<file path="src/rtl/note_pkg.sv">
// Note tables shared by the bin-to-note lookup and the tone generator.
// The phase-increment table is derived from the bin floors so that the two tables cannot drift apart.
package note_pkg;

  localparam int unsigned PHASE_W    = 24;
  localparam int unsigned AMP_W      = 8;
  localparam int unsigned ENV_STEP   = 8;
  localparam int unsigned AMP_MAX    = 255;
  localparam int unsigned AMP_SHIFT  = 7;
  localparam int unsigned SAMPLE_W   = 16;
  localparam int unsigned NUM_NOTES  = 22;
  localparam int unsigned NOTE_IDX_W = 6;
  localparam int unsigned NOTE_K_W   = 5;
  localparam int unsigned BIN_W      = 8;
  localparam int unsigned FS_HZ      = 8000;
  localparam int unsigned FFT_N      = 256;

  typedef enum logic [1:0] {
    IDLE    = 2'd0,
    ATTACK  = 2'd1,
    SUSTAIN = 2'd2,
    RELEASE = 2'd3
  } env_state_t;

  localparam logic [BIN_W-1:0] NOTE_BIN_FLOOR [0:NUM_NOTES-1] = '{
    8'd0,  8'd8,  8'd9,  8'd10, 8'd11, 8'd12, 8'd13, 8'd14, 8'd15, 8'd16, 8'd17,
    8'd18, 8'd19, 8'd21, 8'd22, 8'd24, 8'd25, 8'd27, 8'd28, 8'd30, 8'd32, 8'd34
  };

  // round(f_k * 2^PHASE_W / FS), f_k = centre of bins floor[k-1]..floor[k] at FS/FFT_N Hz per bin
  function automatic logic [PHASE_W-1:0] note_phase_inc(input logic [NOTE_K_W-1:0] k);
    logic [63:0] num;
    logic [63:0] den;
    if (k == '0) return '0;
    num = ((64'(NOTE_BIN_FLOOR[k - NOTE_K_W'(1)]) + 64'(NOTE_BIN_FLOOR[k])) * 64'(FS_HZ)) << PHASE_W;
    den = 64'(2 * FFT_N * FS_HZ);
    return PHASE_W'((num + (den >> 1)) / den);
  endfunction

  localparam logic [PHASE_W-1:0] NOTE_PHASE_INC [0:NUM_NOTES-1] = '{
    note_phase_inc(5'd0),  note_phase_inc(5'd1),  note_phase_inc(5'd2),  note_phase_inc(5'd3),
    note_phase_inc(5'd4),  note_phase_inc(5'd5),  note_phase_inc(5'd6),  note_phase_inc(5'd7),
    note_phase_inc(5'd8),  note_phase_inc(5'd9),  note_phase_inc(5'd10), note_phase_inc(5'd11),
    note_phase_inc(5'd12), note_phase_inc(5'd13), note_phase_inc(5'd14), note_phase_inc(5'd15),
    note_phase_inc(5'd16), note_phase_inc(5'd17), note_phase_inc(5'd18), note_phase_inc(5'd19),
    note_phase_inc(5'd20), note_phase_inc(5'd21)
  };

  // {1, k} with 1 <= k <= NUM_NOTES-1 is a note; everything else is silence
  function automatic logic note_idx_is_note(input logic [NOTE_IDX_W-1:0] idx);
    return idx[NOTE_IDX_W-1] && (idx[NOTE_K_W-1:0] != '0) &&
           (idx[NOTE_K_W-1:0] <= NOTE_K_W'(NUM_NOTES - 1));
  endfunction

endpackage

</file>
<file path="src/rtl/note_tone_gen_if.sv">
// Note handshake and sample stream of the tone generator, plus debug taps.
interface note_tone_gen_if;
  import note_pkg::*;

  logic                         note_valid_in;
  logic [NOTE_IDX_W-1:0]        note_index_in;
  logic                         note_ready_out;
  logic                         sample_tick_in;
  logic signed [SAMPLE_W-1:0]   sample_out;
  logic                         sample_valid_out;
  logic [PHASE_W-1:0]           phase_out;
  logic [1:0]                   state_out;

  modport master (
    output note_valid_in, note_index_in, sample_tick_in,
    input  note_ready_out, sample_out, sample_valid_out, phase_out, state_out
  );

  modport slave (
    input  note_valid_in, note_index_in, sample_tick_in,
    output note_ready_out, sample_out, sample_valid_out, phase_out, state_out
  );

endinterface

</file>
<file path="src/rtl/env_ramp.sv">
// Envelope amplitude register with saturating up/down steps.
// The flags report whether the next step in that direction lands on the limit.
module env_ramp
  import note_pkg::*;
(
  input  logic             clk,
  input  logic             rst,
  input  logic             step_up,
  input  logic             step_down,
  output logic [AMP_W-1:0] amp,
  output logic             at_max_c,
  output logic             at_zero_c
);

  assign at_max_c  = (amp >= AMP_W'(AMP_MAX - ENV_STEP));
  assign at_zero_c = (amp <= AMP_W'(ENV_STEP));

  always_ff @(posedge clk) begin
    if (rst) begin
      amp <= '0;
    end else if (step_up) begin
      amp <= at_max_c ? AMP_W'(AMP_MAX) : amp + AMP_W'(ENV_STEP);
    end else if (step_down) begin
      amp <= at_zero_c ? '0 : amp - AMP_W'(ENV_STEP);
    end
  end

endmodule

</file>
<file path="src/rtl/note_tone_gen.sv">
// Square-wave tone generator: phase accumulator at the accepted note's pitch,
// shaped by an attack/sustain/release envelope so note changes do not click.
module note_tone_gen
  import note_pkg::*;
(
  input  logic           clk_in,
  input  logic           rst_in,
  note_tone_gen_if.slave bus
);

  env_state_t            state, state_nxt;
  logic [NOTE_K_W-1:0]   cur_note, cur_note_nxt;
  logic [NOTE_K_W-1:0]   pending_note, pending_note_nxt;
  logic                  pending, pending_nxt;
  logic [PHASE_W-1:0]    phase, phase_nxt;
  logic                  ready;
  logic [SAMPLE_W-1:0]   sample;
  logic                  sample_valid;

  logic                  accept_c;
  logic                  is_note_c;
  logic [NOTE_K_W-1:0]   note_k_c;
  logic                  step_up_c;
  logic                  step_down_c;
  logic [AMP_W-1:0]      amp;
  logic                  at_max_c;
  logic                  at_zero_c;
  logic [SAMPLE_W-1:0]   mag_c;
  logic [SAMPLE_W-1:0]   sample_c;

  assign accept_c  = bus.note_valid_in && ready;
  assign is_note_c = note_idx_is_note(bus.note_index_in);
  assign note_k_c  = bus.note_index_in[NOTE_K_W-1:0];

  env_ramp u_env_ramp (
    .clk       (clk_in),
    .rst       (rst_in),
    .step_up   (step_up_c),
    .step_down (step_down_c),
    .amp       (amp),
    .at_max_c  (at_max_c),
    .at_zero_c (at_zero_c)
  );

  // Note acceptance first, then the tick update runs against the post-acceptance state
  always_comb begin
    state_nxt        = state;
    cur_note_nxt     = cur_note;
    pending_note_nxt = pending_note;
    pending_nxt      = pending;
    phase_nxt        = phase;
    step_up_c        = 1'b0;
    step_down_c      = 1'b0;

    if (accept_c) begin
      unique case (state)
        IDLE: begin
          if (is_note_c) begin
            state_nxt    = ATTACK;
            cur_note_nxt = note_k_c;
            phase_nxt    = '0;
          end
        end
        SUSTAIN: begin
          if (!is_note_c) begin
            state_nxt   = RELEASE;
            pending_nxt = 1'b0;
          end else if (note_k_c != cur_note) begin
            state_nxt        = RELEASE;
            pending_note_nxt = note_k_c;
            pending_nxt      = 1'b1;
          end
        end
        default: ;
      endcase
    end

    if (bus.sample_tick_in) begin
      unique case (state_nxt)
        IDLE: phase_nxt = '0;
        ATTACK: begin
          step_up_c = 1'b1;
          phase_nxt = phase_nxt + NOTE_PHASE_INC[cur_note_nxt];
          if (at_max_c) state_nxt = SUSTAIN;
        end
        SUSTAIN: phase_nxt = phase_nxt + NOTE_PHASE_INC[cur_note_nxt];
        RELEASE: begin
          step_down_c = 1'b1;
          if (at_zero_c) begin
            phase_nxt = '0;
            if (pending_nxt) begin
              state_nxt    = ATTACK;
              cur_note_nxt = pending_note_nxt;
              pending_nxt  = 1'b0;
            end else begin
              state_nxt    = IDLE;
              cur_note_nxt = '0;
            end
          end else begin
            phase_nxt = phase_nxt + NOTE_PHASE_INC[cur_note_nxt];
          end
        end
      endcase
    end
  end

  // Sample uses the amp/phase held before this tick's update
  assign mag_c    = SAMPLE_W'(amp) << AMP_SHIFT;
  assign sample_c = phase[PHASE_W-1] ? (SAMPLE_W'(0) - mag_c) : mag_c;

  always_ff @(posedge clk_in) begin
    if (rst_in) begin
      state        <= IDLE;
      cur_note     <= '0;
      pending_note <= '0;
      pending      <= 1'b0;
      phase        <= '0;
      ready        <= 1'b1;
      sample       <= '0;
      sample_valid <= 1'b0;
    end else begin
      state        <= state_nxt;
      cur_note     <= cur_note_nxt;
      pending_note <= pending_note_nxt;
      pending      <= pending_nxt;
      phase        <= phase_nxt;
      ready        <= (state_nxt == IDLE) || (state_nxt == SUSTAIN);
      sample_valid <= bus.sample_tick_in;
      if (bus.sample_tick_in) sample <= sample_c;
    end
  end

  assign bus.note_ready_out   = ready;
  assign bus.sample_out       = sample;
  assign bus.sample_valid_out = sample_valid;
  assign bus.phase_out        = phase;
  assign bus.state_out        = state;

endmodule

</file>
<file path="src/flat_wrapper.sv">
// flat-port wrapper written by rule: the top's interface ports become plain ports
module note_tone_gen_flat import note_pkg::*;
  (clk_in, rst_in, bus_note_valid_in, bus_note_index_in, bus_sample_tick_in, bus_note_ready_out, bus_sample_out, bus_sample_valid_out, bus_phase_out, bus_state_out);
  note_tone_gen_if bus_i ();
  input  logic clk_in;
  input  logic rst_in;
  input wire logic [$bits(bus_i.note_valid_in)-1:0] bus_note_valid_in;
  input wire logic [$bits(bus_i.note_index_in)-1:0] bus_note_index_in;
  input wire logic [$bits(bus_i.sample_tick_in)-1:0] bus_sample_tick_in;
  output wire logic [$bits(bus_i.note_ready_out)-1:0] bus_note_ready_out;
  output wire logic [$bits(bus_i.sample_out)-1:0] bus_sample_out;
  output wire logic [$bits(bus_i.sample_valid_out)-1:0] bus_sample_valid_out;
  output wire logic [$bits(bus_i.phase_out)-1:0] bus_phase_out;
  output wire logic [$bits(bus_i.state_out)-1:0] bus_state_out;
  assign bus_i.note_valid_in = bus_note_valid_in;
  assign bus_i.note_index_in = bus_note_index_in;
  assign bus_i.sample_tick_in = bus_sample_tick_in;
  assign bus_note_ready_out = bus_i.note_ready_out;
  assign bus_sample_out = bus_i.sample_out;
  assign bus_sample_valid_out = bus_i.sample_valid_out;
  assign bus_phase_out = bus_i.phase_out;
  assign bus_state_out = bus_i.state_out;
  note_tone_gen u_core (.clk_in(clk_in), .rst_in(rst_in), .bus(bus_i));
endmodule
</file>
<file path="config.mk">
export PLATFORM = sky130hd
export DESIGN_NAME = note_tone_gen_flat
export DESIGN_NICKNAME = d
export VERILOG_FILES = /design/src/rtl/note_pkg.sv /design/src/rtl/note_tone_gen_if.sv /design/src/rtl/env_ramp.sv /design/src/rtl/note_tone_gen.sv /design/src/flat_wrapper.sv
export SDC_FILE = /design/constraint.sdc
export NUM_CORES = 1
export LEC_CHECK = 0
export ABC_AREA = 0
export BUFFER_PORTS_ARGS = -buffer_cell sky130_fd_sc_hd__buf_2
export CAP_MARGIN = 40
export CORE_MARGIN = 1.5
export CORE_UTILIZATION = 50
export CTS_BUF_LIST = sky130_fd_sc_hd__clkbuf_8
export CTS_CLUSTER_DIAMETER = 50
export DETAILED_ROUTE_END_ITERATION = 7
export PLACE_DENSITY = 0.72
export SLEW_MARGIN = 25
export SYNTH_ARGS = -nofsm -noshare
export SYNTH_HDL_FRONTEND = slang
export SYNTH_HIERARCHICAL = 1
export SYNTH_SLANG_ARGS = --single-unit
</file>
<file path="constraint.sdc">
create_clock -name clk_in -period 13.1 [get_ports clk_in]
set_input_delay 1.965 -clock clk_in [delete_from_list [all_inputs] [get_ports clk_in]]
set_output_delay 1.965 -clock clk_in [all_outputs]
set_load 0.005 [all_outputs]
</file>
Yosys cells after proc, flatten, opt, wreduce, memory -nomap -nowiden
Memories as Yosys holds them, arrays and structs flattened.
Index checks and enable logic that the tools add are counted.
Storage, ports and cells
  register bits: 63
  latch bits: 0
  RAM bits: 0
  bits in read-only memories: 768
  input port bits: 10
  output and inout bits: 44
  logic and storage cells: 80
  memories kept: 1
Cells by class
  add/subtract/negate cells: 4
  multiply operators: 0
  div/mod/pow operators: 0
  order comparisons: 4
  eq/ne operators: 6
  shifts and indexed selects: 0
  muxes and demuxes: 45
  bitwise gates (word level): 1
  reductions and logical operators: 10
Memory list
  (name not given): depth 32, bits a word 24, rd ports 1, clocked after Yosys merged registers in 0, write ports 0, line note_tone_gen.sv:83  | phase_nxt = phase_nxt + NOTE_PHASE_INC[cur_note_nxt];
Operators by type and width (count)
  $mux W24: 7
  $pmux W24 S3: 1
  $mux W5: 11
  $mux W8: 4
  $add A24 B24 Y24: 1
  $mux W16: 1
  $sub A1 B15 Y16 const A: 1
  $mux W2: 7
  $mux W1: 12
  $add A8 B4 Y8 const B: 1
  $eq A2 B2 Y1 const B: 4
  $ge A8 B8 Y1 const B: 1
  $le A8 B4 Y1 const B: 1
  $pmux W2 S2: 2
  $sub A8 B4 Y8 const B: 1
  $ge A6 B6 Y1 const B: 1
  $logic_not A2 Y1: 3
  $not A5 Y6: 1
  $le A5 B5 Y1 const B: 1
  $ne A5 B5 Y1: 1
  $reduce_bool A5 Y1: 1
  $logic_and A1 B1 Y1: 3
  $eq A2 B1 Y1 const B: 1
  $reduce_bool A2 Y1: 1
  2 further kinds: 2

Logic depth before layout (Yosys ltp)
Gate-level depths: netlist of run 1.
  depth after elaboration: 14
  mapped depth: 20
  depth with buffers taken out: 18

Hierarchy
Netlist of run 1, hierarchy kept.
Modules (own cells, without submodules)
  note_tone_gen: instances 1, cells each 342, area an instance 2915.3 sq um, sequential area each 960.9 sq um
  env_ramp: instances 1, cells each 61, area an instance 498.0 sq um, sequential area each 120.1 sq um

Worst setup path after synthesis of run 1
No wires, ideal clock.
  path type: input to register
  from: in bus_note_index_in[1]
  to: reg u_core.phase[22] (netlist: u_core/bus.phase_out[22])
  library setup time: 0.115 ns
  data arrival time: 5.543 ns
  slack: 7.442 ns
  stages on the path: 18
  cells stage by stage: or3_1 o31a_4 nand3_4 buf_6 mux2i_1 inv_1 ha_1 and2_1 a2111oi_0 a21oi_1 o211ai_1 ha_1 a21oi_1 nand2_1 a311oi_1 a21oi_1 xnor2_1 and2_1
Between the ends
  word-level cells in the longest chain between the ends: 14
  elaborated cells on any way between the ends: 29
  classes of those cells: 1 x add/sub; 1 x order compare; 4 x eq/ne; 16 x mux; 1 x bitwise; 5 x reduce/logical; 1 x memory
Ends and longest elaborated chain
  from (decl): line flat_wrapper.sv:8  | input wire logic [$bits(bus_i.note_index_in)-1:0] bus_note_index_in;
  branches (longest 13 deep; another with $mem_v2 Z32 W24)
  $mux W24 *: line note_tone_gen.sv:78  | if (bus.sample_tick_in) begin
  to (signal assigned): line note_tone_gen.sv:126  | phase <= phase_nxt;
  to (decl): line note_tone_gen.sv:15  | logic [PHASE_W-1:0] phase, phase_nxt;
Mark *: on every way between the ends. The select of a mux whose other input is x is not followed.
A chain may end at the register's enable or synchronous reset.

Worst setup path in the final report of run 1
  from: in bus_note_index_in[3]
  to: reg u_core.phase[23] (netlist: u_core/bus.phase_out[23])
The elaborated chain is that of the path after synthesis.

==> results of run 1 <==
==> critical path, delay by kind of cell <==
family,cells,cell delay [ns]
AO/OA/AOI/OAI,7,1.64
AND/OR/NAND/NOR,5,1.24
adder cells (fa/ha/maj),2,0.60
multiplexers,1,0.43
buffers and inverters,2,0.32
XOR/XNOR,1,0.12
==> area by class of cell <==
class | instances | area (µm²) | area share, %
clock buffers | 5 | 68.8 | 1.87
clock inverters | 3 | 25.0 | 0.682
inverters | 20 | 75.1 | 2.04
multi-input cells | 302 | 2080 | 56.6
flip-flops and latches | 54 | 1080 | 29.4
well taps | 77 | 96.3 | 2.62
repair buffers | 48 | 245 | 6.68
==> final timing paths <==
kind                            slack, ns                   endpoint
worst max-delay path                 6.97   u_core/bus.phase_out[23]
worst min-delay path                 0.46  u_core/bus.sample_out[15]
worst max register to register       8.51   u_core/bus.phase_out[23]
worst min register to register       0.46  u_core/bus.sample_out[15]
==> kinds of logic (layout without fill, tap and decap cells) <==
logic type | Yosys count | after routing | synth area share, %
AND/OR/NAND/NOR | 142 | 142 | 22.9
AO/OA/AOI/OAI | 101 | 101 | 20.9
flip-flops | 54 | 54 | 31.7
buffers and inverters | 53 | 76 | 8.06
multiplexers | 18 | 18 | 5.57
adder cells (fa/ha/maj) | 17 | 17 | 6.45
XOR/XNOR | 17 | 17 | 4.36
other | 1 | 7 | 0.110
==> flip-flops by register name, summed over array words and instances, names as in the netlist <==
name,flops
u_core/bus.note_ready_out,1
u_core/u_env_ramp/amp,6
u_core/bus.sample_out,9
u_core/bus.state_out,2
u_core/bus.phase_out,24
u_core/pending,1
u_core/pending_note,5
u_core/bus.sample_valid_out,1
u_core/cur_note,5
==> per-stage QoR <==
step                utilization, %  cells
floorplan                        -    409
global placement              55.2    499
detailed placement            55.4    501
CTS                           56.8    509
global route                  56.8    509
finish                        56.8    509
==> Yosys cell counts, types with 2 or more instances <==
library cell / instances
xor2_1: 6
o21bai_1: 2
nand3_1: 4
o21ai_1: 2
buf_6: 3
nand2_2: 2
mux2i_1: 15
a32oi_1: 2
a2111oi_0: 2
nor4_1: 2
buf_4: 11
a31oi_1: 8
buf_2: 6
nand2_1: 23
and3_1: 16
inv_1: 18
a21o_1: 3
clkbuf_1: 11
or3_1: 5
ha_1: 16
xnor2_1: 11
nand2b_1: 6
a211oi_1: 11
o211ai_1: 7
nor2b_1: 7
a21oi_1: 20
nor3b_1: 3
o311ai_0: 2
o32ai_1: 5
inv_2: 2
or4_1: 2
a311oi_1: 2
a31o_2: 2
nor2_1: 38
a22oi_1: 5
dfxtp_1: 54
o41ai_1: 2
and2_1: 12
o21ai_0: 13
o31ai_1: 3
nor3_1: 11
==> power groups by stage <==
stage / clock network, mW / registers [mW] / logic [mW]
6_report: 0.0986 / 0.173 / 0.0554
5_1_grt: 0.108 / 0.174 / 0.0620
4_1_cts: 0.101 / 0.173 / 0.0552
3_5_place_dp: 0 / 0.177 / 0.0549
3_3_place_gp: 0 / 0.177 / 0.0531
2_1_floorplan: 0 / 0.175 / 0.0454
==> layer usage <==
layer | vias up | global-route usage (%)
met2 | 79 | 33.6
met5 | - | 0
met1 | 1368 | 30.1
met3 | 12 | 4.14
li1 | 1497 | -
met4 | 0 | 6.16
==> impl_metrics.py, run 1 <==
metrics = {
    "clock_tree": {
        "path_clk_slew_ns": 0.10,
        "cts_sinks": 54,
        "clock_latency_ns": 0.32,
        "ctsHoldBuffers": 0,
        "cts_buffer_depth": 2,
        "cts_root_buf": "clkbuf_8",
        "post_cts.repair.setup_buffers": 0,
        "cts_resized": 0,
        "htree_levels": 2,
        "cts_buffers": 5,
        "cts_tree": "built",
    },
    "synth": {
        "synth_top_area_cell": "dfxtp_1",
        "syn_avg_cell_area_um2": 8.47,
        "ys.flop_type": "dfxtp_1",
        "synth_top_area_share_pct": 31.7,
        "async_reset_ff_share_pct": 0,
        "yosysUniqueCellTypes": 69,
        "synth_edf_count": 0,
        "seq_area_frac_synth_pct": 31.7,
        "synth_warnings": 6,
        "syn-cell-area_um2": 3410,
        "synth.area.top_cells": "dfxtp_1 32%, ha_1 5.9%, mux2i_1 4.4%, nor2_1 4.2%, a21oi_1 2.9%",
        "synth_cells": 403,
        "synth-seq-cells": 54,
    },
    "setup_path": {
        "crit_arrival_ns": 6.34,
        "crit_fanout": 50,
        "crit_required_ns": 13.32,
        "crit_start": "bus_note_index_in[3]",
        "reg2reg_depth": 17,
        "slowest_stage": "mux2i_1",
        "cp-end-kind": "flip-flop",
        "path_class": "input port to flip-flop",
        "cp_slowest_stage_delay_ns": 0.43,
        "r2r_start": "u_core/bus.note_ready_out",
        "startpoint_type": "input port",
        "worstPathCellList": "buf_2, or3_1, o31a_4, nand3_4, mux2i_1, inv_1, ha_1, and2_1, a2111oi_0, a21oi_1, o211ai_1, ha_1, nor2b_1, o21ai_0, a21oi_1, o311ai_0, xnor2_1, and3_1",
    },
    "timing": {
        "holdWs_ns": 0.461,
        "finalCriticalPeriod_ns": 6.13,
        "tns_ns": 0,
        "fmax_mhz": 163,
        "finalHoldViolCount": 0,
        "final-setup-viol-count": 0,
        "relSlewSlack_pct": 48.0,
        "tightest_slew_ns": 0.758,
        "maxSlewViolCount": 0,
        "grt_setup_unrepaired": "false",
        "clock_skew_ns": 0.0117,
        "fin_ws_ns": 6.97,
        "fin_crit_sh_pct": 46.8,
    },
    "run_status": {
        "status": "complete, but fails checks",
        "violations": "design-rule violations",
    },
    "power_and_ir_drop": {
        "power-per-cell-area_nw_per_um2": 89.1,
        "p_int_mw": 0.228,
        "finalPower_mw": 0.327,
        "clkPwrFrac_pct": 30.1,
        "cellLeakagePower_nw": 1.59,
        "power.switching_mw": 0.0993,
        "pwr-share-seq_pct": 53.0,
        "ir_worst_vdd_mv": 0.0439,
        "switching_share_pct": 30.3,
        "p_comb_share_pct": 16.9,
    },
    "cells_and_area": {
        "num_antenna_cells": 0,
        "syn_to_final_growth_pct": 7.55,
        "drive_gt1_share_pct": 17.6,
        "final_common_cell": "dfxtp_1",
        "post-route-cell-area_um2": 3670,
        "fillers": 590,
        "mostFrequentLayoutCells": "54 x dfxtp_1, 46 x buf_2, 38 x nor2_1, 23 x nand2_1, 20 x a21oi_1",
        "final_nets": 458,
    },
    "floorplanning": {
        "die_y_um": 85.6,
        "io_pins": 54,
        "core.rowCount": 29,
        "core_area_um2": 6460,
        "die_area_um2": 7330,
        "start_util_pct": 52.8,
        "die_x_um": 85.6,
    },
    "routing": {
        "viasPerCell": 5.81,
        "top_layer": "met4",
        "wl_per_cell_um": 15.0,
        "drt-met1-wl_um": 3580,
        "wl_met2_um": 3590,
        "wl_met3_um": 369,
        "drt_iter0_markers": 240,
        "postRouteAntennaNets": 0,
        "drc": 1,
        "dr_total_vias": 2956,
        "first_pass_iters": 7,
        "routed_wl_um": 7650,
    },
    "placed_design": {
        "dp_slack_ns": 6.68,
        "place_congestion": 0.870,
        "dpl-instance-area_um2": 3580,
        "portBuffers": 46,
        "dp_hpwl_um": 5490,
    },
    "global_route": {
        "grt_usage_pct": 21.5,
        "grt_max_degree": 51,
        "overflow": 0,
        "antenna_found_initial": 0,
        "grt_pass1_wl_um": 12800,
        "grt_pass1_vias": 2661,
    },
    "run": {
        "cap_violations": 0,
    },
    "min_path": {
        "hold_depth": 2,
        "min_path_type": "flip-flop to flip-flop",
        "min_from": "u_core/bus.sample_out[15]",
    },
}
No activity file was read; power rests on OpenSTA's default activity.
==> run 2: changes to the inputs <==
==> constraint.sdc (replaced) <==
create_clock -name clk_in -period 5.9 [get_ports clk_in]
set_input_delay 0.885 -clock clk_in [delete_from_list [all_inputs] [get_ports clk_in]]
set_output_delay 0.885 -clock clk_in [all_outputs]
set_load 0.005 [all_outputs]
==> run 2 against run 1 <==
Net effect: the flow still finishes with violations (design-rule violations); combinational power grew 130%; design area up 0.44%; flip-flop and latch count unchanged; critical path depth unchanged; clock skew rose by 0.0021 ns; global-route usage fell by 0.83 points; setup slack got worse by 6.0 ns; largest power group unchanged.
==> impl_metrics.py, run 2 (synthesis results as in run 1) <==
metrics = {
    "routing": {
        "wl_per_cell_um": 14.8,
        "drt_iter0_markers": 197,
        "viasPerCell": 5.86,
        "drc": 1,
        "dr_total_vias": 2992,
        "postRouteAntennaNets": 0,
        "routed_wl_um": 7590,
        "first_pass_iters": 7,
    },
    "clock_tree": {
        "htree_levels": 2,
        "cts_resized": 0,
        "cts_root_buf": "clkbuf_8",
        "cts_buffer_depth": 2,
        "cts_buffers": 5,
        "post_cts.repair.setup_buffers": 0,
        "ctsHoldBuffers": 0,
        "path_clk_slew_ns": 0.11,
        "cts_sinks": 54,
        "clock_latency_ns": 0.32,
        "cts_tree": "built",
    },
    "run": {
        "cap_violations": 0,
    },
    "power_and_ir_drop": {
        "p_int_mw": 0.510,
        "ir_worst_vdd_mv": 0.143,
        "clkPwrFrac_pct": 30.5,
        "pwr-share-seq_pct": 52.5,
        "p_comb_share_pct": 17.0,
        "power.switching_mw": 0.223,
        "power-per-cell-area_nw_per_um2": 199,
        "switching_share_pct": 30.5,
        "cellLeakagePower_nw": 1.60,
    },
    "cells_and_area": {
        "syn_to_final_growth_pct": 8.03,
        "drive_gt1_share_pct": 18.0,
        "num_antenna_cells": 0,
        "final_common_cell": "dfxtp_1",
        "mostFrequentLayoutCells": "54 x dfxtp_1, 46 x buf_2, 38 x nor2_1, 23 x nand2_1, 20 x a21oi_1",
        "final_nets": 460,
        "largest_reg_flops": 24,
        "stdcell_count": 511,
    },
    "run_status": {
        "violations": "design-rule violations",
        "status": "complete, but fails checks",
    },
    "timing": {
        "tns_ns": 0,
        "final-setup-viol-count": 0,
        "relSlewSlack_pct": 47.6,
        "finalCriticalPeriod_ns": 4.90,
        "fin_crit_sh_pct": 83.1,
        "clock_skew_ns": 0.0138,
        "grt_setup_unrepaired": "false",
        "tightest_slew_ns": 0.764,
        "maxSlewViolCount": 0,
        "finalHoldViolCount": 0,
        "fmax_mhz": 204,
    },
    "setup_path": {
        "crit_start": "bus_note_index_in[1]",
        "reg2reg_slack_ns": 1.54,
        "cp-end-kind": "flip-flop",
        "reg2reg_depth": 17,
        "crit_arrival_ns": 5.12,
        "startpoint_type": "input port",
        "r2r_end": "u_core/bus.phase_out[22]",
        "path_class": "input port to flip-flop",
        "crit_required_ns": 6.12,
        "crit_fanout": 29,
        "r2r_start": "u_core/bus.note_ready_out",
    },
    "floorplanning": {
        "die_area_um2": 7330,
        "start_util_pct": 52.8,
        "core.rowCount": 29,
        "die_x_um": 85.6,
        "io_pins": 54,
        "die_y_um": 85.6,
        "core_area_um2": 6460,
    },
    "min_path": {
        "min_path_type": "flip-flop to flip-flop",
        "hold_end": "u_core/bus.sample_out[15]",
        "hold_depth": 2,
        "min_from": "u_core/bus.sample_out[15]",
    },
    "placed_design": {
        "post-place-cells": 503,
        "place_congestion": 0.867,
        "portBuffers": 46,
        "dp_hpwl_um": 5490,
    },
    "global_route": {
        "grt_pass1_wl_um": 12500,
        "antenna_found_initial": 0,
        "grt_usage_pct": 20.6,
        "grt_max_degree": 39,
        "grt_pass1_vias": 2715,
        "overflow": 0,
    },
}
[run 2: power groups by stage]
stage | Sequential [mW] | Combinational (mW) | Clock (mW)
3_3_place_gp | 0.393 | 0.119 | 0
5_1_grt | 0.386 | 0.138 | 0.246
3_5_place_dp | 0.393 | 0.123 | 0
2_1_floorplan | 0.388 | 0.101 | 0
6_report | 0.385 | 0.125 | 0.224
4_1_cts | 0.384 | 0.124 | 0.231
[run 2: worst max path at each step]
stage / endpoint / slack (ns) / depth (start not counted)
2_1_floorplan: u_core/bus.phase_out[22] / 1.32 / 18
3_3_place_gp: u_core/bus.phase_out[22] / 0.86 / 18
3_5_place_dp: u_core/bus.phase_out[23] / 0.72 / 18
4_1_cts: u_core/bus.phase_out[23] / 1.05 / 18
5_1_grt: u_core/bus.phase_out[23] / 0.72 / 18
6_report: u_core/bus.phase_out[22] / 1.0 / 18
[run 2: layout make-up]
cell class / count / area, µm²
Fill cell: 591 / 2770
Multi-Input combinational cell: 302 / 2080
Sequential cell: 54 / 1080
Timing Repair Buffer: 50 / 260
Tap cell: 77 / 96.3
Inverter: 20 / 75.1
Clock buffer: 5 / 68.8
Clock inverter: 3 / 26.3
[run 2: stage by stage]
step | power, mW | setup slack (ns) | instance area [µm²] | hold slack (ns) | util (%)
2_1_floorplan | 0.489 | 1.32 | 3440 | 0.448 | -
3_3_place_gp | 0.512 | 0.864 | 3580 | 0.438 | 55.4
3_5_place_dp | 0.516 | 0.725 | 3590 | 0.444 | 55.6
4_1_cts | 0.740 | 1.05 | 3690 | 0.461 | 57.1
5_1_grt | 0.770 | 0.724 | 3690 | 0.475 | 57.1
6_report | 0.733 | 0.998 | 3690 | 0.457 | 57.1
[run 2: metal layers]
metal  GRT usage (%)  up-vias  wire, µm
met5               0        -         0
met4            5.28        0        69
met2            33.8       84      3570
met3            2.50        7       344
li1                -     1489         -
met1            28.9     1412      3600
[run 2: worst max-delay path, stage by stage]
cell and delay (ns):
buf_2 0.17, or3_1 0.41, o31a_4 0.32, nand3_4 0.25
mux2i_1 0.43, inv_1 0.13, ha_1 0.32, and2_1 0.15
a2111oi_0 0.30, a21oi_1 0.09, o211ai_1 0.22, ha_1 0.29
a21oi_1 0.15, nand2_1 0.11, a311oi_1 0.43, a21oi_1 0.15
xnor2_1 0.14, and2_1 0.15
